<file path="config.mk">
export PLATFORM = sky130hd
export DESIGN_NAME = oclib_reset_sequencer
export DESIGN_NICKNAME = d
export VERILOG_FILES = /design/src/rtl/oclib_reset_sequencer.sv
export SDC_FILE = /design/constraint.sdc
export NUM_CORES = 1
export LEC_CHECK = 0
export ABC_AREA = 1
export BUFFER_PORTS_ARGS = -buffer_cell sky130_fd_sc_hd__buf_2
export CAP_MARGIN = 20
export CORE_MARGIN = 4
export CORE_UTILIZATION = 54
export CTS_BUF_LIST = sky130_fd_sc_hd__clkbuf_2 sky130_fd_sc_hd__clkbuf_4 sky130_fd_sc_hd__clkbuf_8
export DETAILED_ROUTE_END_ITERATION = 7
export PLACE_DENSITY = 0.76
export SLEW_MARGIN = 0
export SYNTH_ARGS = -nofsm -noshare
export SYNTH_HDL_FRONTEND = slang
export SYNTH_SLANG_ARGS = --single-unit
</file>
<file path="constraint.sdc">
create_clock -name clock -period 1.55 [get_ports clock]
set_input_delay 0.465 -clock clock [delete_from_list [all_inputs] [get_ports clock]]
set_output_delay 0.465 -clock clock [all_outputs]
set_load 0.05 [all_outputs]
</file>
<file path="src/rtl/oclib_reset_sequencer.sv">
// Staged reset sequencer. Holds all downstream resets for AssertCycles, releases them
// one by one every StageGap cycles, waits SettleCycles, then pulses resetDone.
module oclib_reset_sequencer #(
  parameter int AssertCycles = 16,
  parameter int Stages       = 3,
  parameter int StageGap     = 4,
  parameter int SettleCycles = 8
) (
  input  logic              clock,
  input  logic              reset,
  input  logic              resetRequest,
  output logic [Stages-1:0] resetOut,
  output logic              resetActive,
  output logic              resetDone
);

  localparam int CntMax0 = (AssertCycles > StageGap) ? AssertCycles : StageGap;
  localparam int CntMax  = (CntMax0 > SettleCycles) ? CntMax0 : SettleCycles;
  localparam int CntW    = $clog2(CntMax + 1);
  localparam int SidxW   = $clog2(Stages + 1);

  localparam logic [CntW-1:0]  AssertLast = CntW'(AssertCycles - 1);
  localparam logic [CntW-1:0]  GapLast    = CntW'(StageGap - 1);
  localparam logic [CntW-1:0]  SettleLast = CntW'((SettleCycles > 0) ? SettleCycles - 1 : 0);
  localparam logic [SidxW-1:0] LastStage  = SidxW'(Stages - 1);

  typedef enum logic [1:0] {
    IDLE,
    ASSERT,
    RELEASE,
    SETTLE
  } state_t;

  state_t           state;
  logic [CntW-1:0]  cnt;
  logic [SidxW-1:0] stage;  // number of stages already released

  // NOTE: all state and outputs live in one clocked block using non-blocking
  // assignments, so every output is a flop and reads see last cycle's values.
  always_ff @(posedge clock) begin
    if (reset) begin
      state       <= ASSERT;
      cnt         <= '0;
      stage       <= '0;
      resetOut    <= '1;
      resetActive <= 1'b1;
      resetDone   <= 1'b0;
    end else begin
      resetDone <= 1'b0;
      if (resetRequest) begin
        // A request restarts assertion from any state, including IDLE.
        state       <= ASSERT;
        cnt         <= '0;
        stage       <= '0;
        resetOut    <= '1;
        resetActive <= 1'b1;
      end else begin
        case (state)
          IDLE: begin
            resetOut    <= '0;
            resetActive <= 1'b0;
          end

          ASSERT: begin
            if (cnt == AssertLast) begin
              cnt      <= '0;
              stage    <= SidxW'(1);
              resetOut <= ~Stages'(1);
              if (Stages > 1) begin
                state <= RELEASE;
              end else if (SettleCycles > 0) begin
                state <= SETTLE;
              end else begin
                state       <= IDLE;
                resetActive <= 1'b0;
                resetDone   <= 1'b1;
              end
            end else begin
              cnt <= cnt + CntW'(1);
            end
          end

          RELEASE: begin
            if (cnt == GapLast) begin
              cnt      <= '0;
              stage    <= stage + SidxW'(1);
              resetOut <= resetOut & ~(Stages'(1) << stage);
              if (stage == LastStage) begin
                // The cycle the final stage drops is already the first settle cycle.
                if (SettleCycles > 0) begin
                  state <= SETTLE;
                end else begin
                  state       <= IDLE;
                  resetActive <= 1'b0;
                  resetDone   <= 1'b1;
                end
              end
            end else begin
              cnt <= cnt + CntW'(1);
            end
          end

          SETTLE: begin
            if (cnt == SettleLast) begin
              cnt         <= '0;
              state       <= IDLE;
              resetActive <= 1'b0;
              resetDone   <= 1'b1;
            end else begin
              cnt <= cnt + CntW'(1);
            end
          end

          default: begin
            state       <= ASSERT;
            cnt         <= '0;
            stage       <= '0;
            resetOut    <= '1;
            resetActive <= 1'b1;
          end
        endcase
      end
    end
  end

endmodule

</file>
==> impl_metrics.toml <==
[power_and_ir_drop]
total_leakage_power_nw = 0.5760
power.density_cell_area_nw_per_um2 = 577.0
irDropWorstVdd_mv = 0.4306

[synthesis]
yosys.cell_types.count = 20
synthCells = 131
ys_warn_count = 0
synth_enable_flop_cells = 0
async_flop_share = 0
synth_area_per_cell_sq_um = 7.039
synth_most_common_cell = "nand2_1"
synth_seq_cells = 14
synth.top_cell.area_share = 0.3039
synthFlopType = "dfxtp_1"
post_synth_main_area_contributors = "dfxtp_1 (30%), ha_1 (15%), nand2_1 (13%)"
synth_top_cell_by_area = "dfxtp_1"
postSynthNetCount = 145
synthTopCellsByCount = "nand2_1 (32), inv_1 (24), dfxtp_1 (14), ha_1 (11), nor2_1 (11)"
yosysSeqAreaShare = 0.3039
synthesized_cell_area_sq_um = 922.1

[clocking]
clk_latency_ns = 0.29
ctsRootBufferMaster = "clkbuf_4"
worst_setup_hold_path_clk_slew_ns = 0.09
tritoncts = "built"
cts-buffers-inserted = 3
cts-hold-fix-buffers = 0
clock-sinks = 14
clock_tree.buffer_depth = 2
number_of_h_tree_levels = 1

[final_layout]
instances_no_fill = 168
finalInstanceArea_sq_um = 1146
synthToLayoutAreaGrowth_pct = 24.29
num-nets-final = 167
drive_above_1_share = 0.2829
multi_input_comb_area_sq_um = 591.8
antenna_cells_inserted = 0
regArea_sq_um = 284.0
fill_cell_count = 115

[floorplanning]
floorplan.initialDensity = 0.5915
ioPinCount = 8
floorplan.rows = 14
die-width_microns = 49.33
core_sq_um = 1559
design.die.area_sq_um = 2433
floorplan.die.height_microns = 49.33

[worst_hold_path]
hold_class = "flip-flop to flip-flop"

[drt]
wirelength_microns = 1954
detail_route.wl_per_cell_microns = 11.63
viasPerCell = 5.125
post_route_drc = 0
drt-pass1-iter-count = 4
first_iter_violations = 25
postRouteAntennaNets = 0
vias = 861

[grt]
track_usage = 0.1697
global_route.overflow_total = 0
first_global_vias = 784
pin_count_of_the_biggest_net_entering_global_routing = 9
antenna_found_initial = 0
global_route_wire_length_before_repair_microns = 3277

[place]
globalplace.congestion = 0.8201
buffer_ports.inserted = 7
dp_hpwl_microns = 1416
place.detailed.instances = 161
detailed_place.area_sq_um = 1026

[timing]
grt_setup_unrepaired = "true"
final_max_slew_viol_count = 0
timing.final.hold_violations = 0
worst_pin_slew_ns = 0.2460
achievable-frequency_mhz = 672.7
timing.clock.skew_ns = 0.001281
worst_hold_slack_ns = 0.4473
final.min_clock_period_ns = 1.487
slew_headroom = 0.8358
fin_setup_tns_ns = 0
layout_worst_path_cycle_share = 0.9591
finalSetupViolations = 0

[outcome]
outcome = "completed"

[critical_path]
critPathCaptureType = "flip-flop"
crit_fanout = 2
cp.required_ns = 1.75
worst_ep_arrival_time_ns = 1.68
worstSetupPathType = "flip-flop to flip-flop"
type_of_origin_of_the_critical_path = "flip-flop"

[run]
max_cap_violations = 0
registers in the layout, summed over array words and instances (netlist names):
register,count
cnt,5
stage,2
resetDone,1
resetActive,1
state,2
resetOut,3
routing by layer:
layer  global-route usage  part of all wire  up-vias
met5                    0                 0        -
met2               0.2612              0.43       23
met3              0.02752             0.040        5
li1                     -                 -      454
met1               0.2294              0.51      379
met4              0.07583             0.022        0
cell families (layout without fill, tap and decap cells):
| family | after synthesis | in the layout | share of synthesized area |
|---|---|---|---|
| buffers and inverters | 26 | 47 | 0.1167 |
| and+or+nand+nor | 67 | 67 | 0.3433 |
| adders and majority gates | 11 | 11 | 0.1493 |
| DFF | 14 | 14 | 0.3039 |
| AOI/OAI and AO/OA | 13 | 13 | 0.08684 |
power breakdown:
part | total (mW) | internal (mW) | switching (mW)
logic | 0.0283 | 0.0133 | 0.0150
registers | 0.365 | 0.362 | 0.00269
clock network | 0.268 | 0.143 | 0.125
critical path, stage by stage, from the launching register on:
cell     delay, ns
dfxtp_2       0.36
ha_4          0.15
nand2_4       0.06
nor2_4        0.11
buf_4         0.12
buf_4         0.09
inv_1         0.03
ha_1          0.16
a21oi_1       0.13
nand3_1       0.09
nand2_1       0.06
inv_1         0.03
layout by cell type, fill, tap and decap left out, types with 4 or more instances in the layout:
cell / instances
nand2_2: 4
a21oi_1: 8
dfxtp_1: 11
nand3_1: 10
nor2_1: 10
ha_1: 9
buf_2: 7
buf_4: 11
inv_1: 23
nand2_1: 30
worst paths after layout:
kind                            start                       end  slack (ns)  cells past startpoint
max               cnt[0]$_SDFFE_PP0P_       cnt[4]$_SDFFE_PP0P_        0.06                     11
min          resetActive$_SDFFE_PP1P_  resetActive$_SDFFE_PP1P_        0.45                      2
max reg2reg       cnt[0]$_SDFFE_PP0P_       cnt[4]$_SDFFE_PP0P_        0.06                     11
min reg2reg  resetActive$_SDFFE_PP1P_  resetActive$_SDFFE_PP1P_        0.45                      2
metrics by stage:
step | power [mW] | worst slack, ns | utilization
final | 0.6614 | 0.06344 | 0.7352
after global routing | 0.6963 | -0.05267 | 0.7352
after CTS | 0.6627 | -0.001853 | 0.7199
after detailed placement | 0.3986 | -0.04268 | 0.6581
after global placement | 0.3979 | 0.007414 | 0.6581
after floorplan | 0.3879 | 0.009390 | -
final cells by class:
class                   count  area share
repair buffers             18      0.1026
clock buffers               4     0.03166
well taps                  16     0.01747
multi-input cells          91      0.5164
inverters                  25     0.08406
flip-flops and latches     14      0.2478
what timing repair did:
item / 4_1_cts / 5_1_grt
pin swaps: 6 / 9
buffers inserted: 3 / 0
endpoints found under the setup margin: 4 / 8
gates resized for setup: 11 / 6
(Power assumes the default switching activity.)
